===== config.mk =====
export PLATFORM = sky130hd
export DESIGN_NAME = input_stall_controller
export DESIGN_NICKNAME = d
export VERILOG_FILES = /design/src/rtl/input_stall_controller.sv
export SDC_FILE = /design/constraint.sdc
export NUM_CORES = 1
export LEC_CHECK = 0
export CAP_MARGIN = 25
export CORE_AREA = 4 4 75 91
export DETAILED_ROUTE_END_ITERATION = 10
export DIE_AREA = 0 0 79 95
export DONT_BUFFER_PORTS = 1
export SYNTH_ARGS = -nofsm -noshare
export SYNTH_HDL_FRONTEND = slang
export SYNTH_SLANG_ARGS = --single-unit
export TNS_END_PERCENT = 30

===== constraint.sdc =====
create_clock -name Clock -period 7.6 [get_ports Clock]
set_input_delay 0.76 -clock Clock [delete_from_list [all_inputs] [get_ports Clock]]
set_output_delay 0.76 -clock Clock [all_outputs]
set_load 0.005 [all_outputs]

===== src/rtl/input_stall_controller.sv =====
// Stalls the core during an IN instruction until the user confirms Switches with a held Button
// press (or a timeout forces capture), then presents one captured sample with a one-cycle strobe.
module input_stall_controller #(
  parameter int DATA_W      = 16,
  parameter int HOLD_CYCLES = 4,
  parameter int TIMEOUT     = 0,
  parameter int CNT_W       = 24
) (
  input  logic              Clock,
  input  logic              Reset,
  input  logic              InReq,
  input  logic              Halt,
  input  logic              Button,
  input  logic [DATA_W-1:0] Switches,
  output logic              Stall,
  output logic              DataValid,
  output logic [DATA_W-1:0] DataOut,
  output logic              Waiting,
  output logic              TimedOut
);

  typedef enum logic [2:0] {
    S_IDLE,
    S_WAIT_RELEASE,
    S_WAIT_PRESS,
    S_HOLD,
    S_CAPTURE
  } state_t;

  localparam bit              TO_EN   = (TIMEOUT > 0);
  localparam logic [CNT_W-1:0] TO_LAST = CNT_W'((TIMEOUT > 0) ? TIMEOUT - 1 : 0);
  localparam logic [CNT_W-1:0] HOLD_N  = CNT_W'(HOLD_CYCLES);

  state_t             state_q;
  logic [CNT_W-1:0]   hold_cnt_q;
  logic [CNT_W-1:0]   wait_cnt_q;
  logic [DATA_W-1:0]  data_q;
  logic               valid_q;
  logic               timed_out_q;

  logic               in_wait;
  logic               abort;
  logic               timeout_hit;
  logic [CNT_W-1:0]   hold_cnt_d;
  logic               hold_done;
  logic [CNT_W-1:0]   wait_cnt_d;

  assign in_wait     = (state_q == S_WAIT_RELEASE) || (state_q == S_WAIT_PRESS) ||
                       (state_q == S_HOLD);
  assign abort       = Halt || !InReq;
  assign timeout_hit = TO_EN && (wait_cnt_q == TO_LAST);
  assign hold_cnt_d  = hold_cnt_q + 1'b1;
  assign hold_done   = (hold_cnt_d == HOLD_N);
  // Saturate rather than wrap when the timeout is disabled and the user never answers.
  assign wait_cnt_d  = (&wait_cnt_q) ? wait_cnt_q : wait_cnt_q + 1'b1;

  // NOTE: sequential state uses non-blocking assignments only; combinational helpers above
  // are continuous assigns, so no process both reads and writes the same signal in one step.
  always_ff @(posedge Clock or posedge Reset) begin
    if (Reset) begin
      state_q     <= S_IDLE;
      hold_cnt_q  <= '0;
      wait_cnt_q  <= '0;
      data_q      <= '0;
      valid_q     <= 1'b0;
      timed_out_q <= 1'b0;
    end else begin
      valid_q <= 1'b0;
      case (state_q)
        S_IDLE: begin
          hold_cnt_q <= '0;
          wait_cnt_q <= '0;
          if (InReq && !Halt) begin
            timed_out_q <= 1'b0;
            // A press still held from a previous IN must be released before it counts.
            state_q     <= Button ? S_WAIT_RELEASE : S_WAIT_PRESS;
          end
        end

        S_WAIT_RELEASE, S_WAIT_PRESS, S_HOLD: begin
          if (abort) begin
            state_q    <= S_IDLE;
            hold_cnt_q <= '0;
          end else if (timeout_hit) begin
            state_q     <= S_CAPTURE;
            data_q      <= Switches;
            valid_q     <= 1'b1;
            timed_out_q <= 1'b1;
          end else begin
            wait_cnt_q <= wait_cnt_d;
            if (state_q == S_WAIT_RELEASE) begin
              if (!Button) state_q <= S_WAIT_PRESS;
            end else if (Button) begin
              if (hold_done) begin
                state_q <= S_CAPTURE;
                data_q  <= Switches;
                valid_q <= 1'b1;
              end else begin
                state_q    <= S_HOLD;
                hold_cnt_q <= hold_cnt_d;
              end
            end else begin
              // Press released before the hold count: treat it as a glitch and start over.
              state_q    <= S_WAIT_PRESS;
              hold_cnt_q <= '0;
            end
          end
        end

        S_CAPTURE: state_q <= S_IDLE;

        default: state_q <= S_IDLE;
      endcase
    end
  end

  // Stall must cover the first IN cycle before the FSM leaves IDLE, hence the InReq term.
  assign Stall     = !Reset && (in_wait || ((state_q == S_IDLE) && InReq && !Halt));
  assign Waiting   = in_wait;
  assign DataValid = valid_q;
  assign DataOut   = data_q;
  assign TimedOut  = timed_out_q;

endmodule


==> flow_summary.toml <==
[run_status]
status = "complete, no violations"

[synthesis]
yosysUniqueCellTypes = 52
synth_warnings = 0
synth_seq_area_share = 0.4251
syn_nets = 294
avgSynthCellArea_um2 = 9.557
synthCells = 271
syn_area_um2 = 2590
synth-seq-cells = 44

[power]
cellPowerDensity_nw_per_um2 = 161.4
leakage_nw = 1.167
total_power_mw = 0.4391
irDropWorstVdd_mv = 0.07656

[floorplan]
coreArea_um2 = 5973
die_w_um = 79
die_height_um = 95
dieArea_um2 = 7505
io_pins = 41
rows = 31
initial_core_util = 0.4336

[clocking]
ctsHtreeMaxLevel = 2
cts_resized = 0
cts_root_buf = "clkbuf_8"
cts_tree = "yes"
cts_buffers = 5
path_clk_slew_ns = 0.09
clk_latency_ns = 0.30
clk_path_buf_depth = 2
hold_buffers = 0
cts_setup_buffers = 0
cts_sinks = 44

[route]
drt-pass1-iter-count = 4
wl_mm = 5.717
ant_nets = 0
vias_per_cell = 5.855
num_vias = 2020
drcViolationCount = 0
wl_per_cell_um = 16.57
drt_iter0_drc = 140

[global_route]
grt_pass1_wl_mm = 9.473
antenna_found_initial = 0
groute.usage.overall = 0.1573
gr-total-overflow = 0
grt_pass1_vias = 1993
grt_max_degree = 45

[critical_path]
crit_required_ns = 7.78
critPathKind = "flop to flop"
crit_chain = "and4_1 -> nand3_4 -> or3_4 -> mux2i_1 -> o211ai_2 -> nor4_4 -> and2b_1 -> mux2_2"
max_stage_delay_ns = 0.60
start_kind = "flop"
cp-end-kind = "flop"
cp.arrival_ns = 3.71
critPathMaxFanout = 16
critPathSlowestCell = "and2b_1"
r2r_slack_ns = 4.07

[cells_and_area]
drive_gt1_frac = 0.1483
nNetsFinal = 285
area_growth_pct = 5.072
num_antenna_cells = 0
finalNonFillerCells = 345
final_cell_mix = "44 x dfrtp_1, 28 x nand2_1, 17 x mux2_2"
layout_commonest_cell = "dfrtp_1"

[timing]
fin_skew_ns = 0.008074
finalHoldViolations = 0
slew_headroom = 0.5732
fmax_ghz = 0.2830
drv_slew = 0
worst_slew_pin_slew_ns = 0.6379
rsz0062_at_grt = "false"
fin_setup_tns_ns = 0
layout_min_cycle_time_ns = 3.533
setup-violations-final = 0
whs_ns = 0.2946
post-route-period-util = 0.4649

[place]
finalWeightedCongestion = 0.8655
dp_cells = 336
hpwl_mm = 3.939
numPortBuffers = 0

[min_path]
hold_path.class = "input port to asynchronous set/reset pin"

[flow_run]
max_cap_violations = 0
-- Yosys cell counts (all sizes together) --
cell type,instances,share of area
a211oi,2,0.0058
a21boi,1,0.0029
a21o,2,0.0058
a21oi,12,0.023
a22oi,1,0.0029
a31oi,2,0.0048
and2,4,0.010
and2b,1,0.0029
and3,7,0.018
and4,2,0.0072
buf,10,0.036
clkbuf,9,0.013
conb,1,0.0014
dfrtp,44,0.43
ha,2,0.0097
inv,6,0.0087
mux2,17,0.074
mux2i,3,0.012
nand2,28,0.041
nand2b,3,0.0072
nand3,17,0.038
nand4,8,0.019
nor2,15,0.022
nor3,7,0.015
nor3b,1,0.0029
nor4,5,0.018
nor4b,1,0.0034
o211a,1,0.0039
o211ai,2,0.0077
o21ai,16,0.031
o21bai,1,0.0029
o22ai,3,0.0072
o311ai,5,0.017
o31ai,14,0.041
o32ai,1,0.0034
o41ai,3,0.010
or2b,1,0.0029
or3,2,0.0068
or4,1,0.0034
xnor2,7,0.024
xor2,3,0.010
-- cells by family (layout without fill, tap and decap cells) --
family | Yosys count | count (layout) | synth area share
and+or+nand+nor | 103 | 103 | 0.2174
buffers and inverters | 25 | 17 | 0.05797
DFF | 44 | 44 | 0.4251
xor gates and xnor gates | 10 | 10 | 0.03382
muxes | 20 | 20 | 0.08551
AOI/OAI and AO/OA | 66 | 66 | 0.1691
other | 1 | 1 | 0.001448
adders and majority gates | 2 | 2 | 0.009660
-- metal layers --
layer  global-route usage  wire length [um]  up-vias
met3              0.02576               228        7
met5                    0                 0        -
li1                     -                 -      972
met4              0.06017                89        0
met2               0.2697              2791       54
met1               0.1976              2609      987
-- worst max-delay path, delay by kind of cell (launching register included) --
kind | cells | cell delay [ns]
muxes | 2 | 0.58
DFF | 1 | 0.51
AOI/OAI and AO/OA | 1 | 0.14
and+or+nand+nor | 5 | 2.18
-- state kept, by name, indices dropped and copies added, names as in the netlist --
register	cells
DataOut	16
DataValid	1
hold_cnt_q	24
state_q	3
-- where the power goes --
group	switching (mW)	internal, mW
Sequential	0.000727	0.234
Combinational	0.00885	0.00320
Clock	0.0844	0.108
-- through the flow --
step	util	worst slack, ns	cell area (um2)
5_1_grt	0.4556	3.859	2721
6_report	0.4556	4.067	2721
4_1_cts	0.4522	4.042	2701
3_5_place_dp	0.4319	4.058	2580
3_3_place_gp	0.4319	4.118	2580
2_1_floorplan	-	4.785	2590
-- area by class of cell --
cell class	count	area, um2
Multi-Input combinational cell	202	1339
Clock inverter	2	38.79
Inverter	6	22.52
Tap cell	82	102.6
Clock buffer	6	82.58
Fill cell	575	3252
Timing Repair Buffer	3	35.03
Sequential cell	44	1101
-- path summary, 6_finish.rpt --
kind,from,end,cells after the start
max,hold_cnt_q[3],DataOut[7],8
max reg2reg,hold_cnt_q[3],DataOut[7],8
min,Reset,state_q[2],1
max in group asynchronous,Reset,hold_cnt_q[1],2
min in group Clock,hold_cnt_q[23],hold_cnt_q[23],1
min reg2reg,hold_cnt_q[23],hold_cnt_q[23],1
Note: power is estimated with default switching activity, not from simulation.
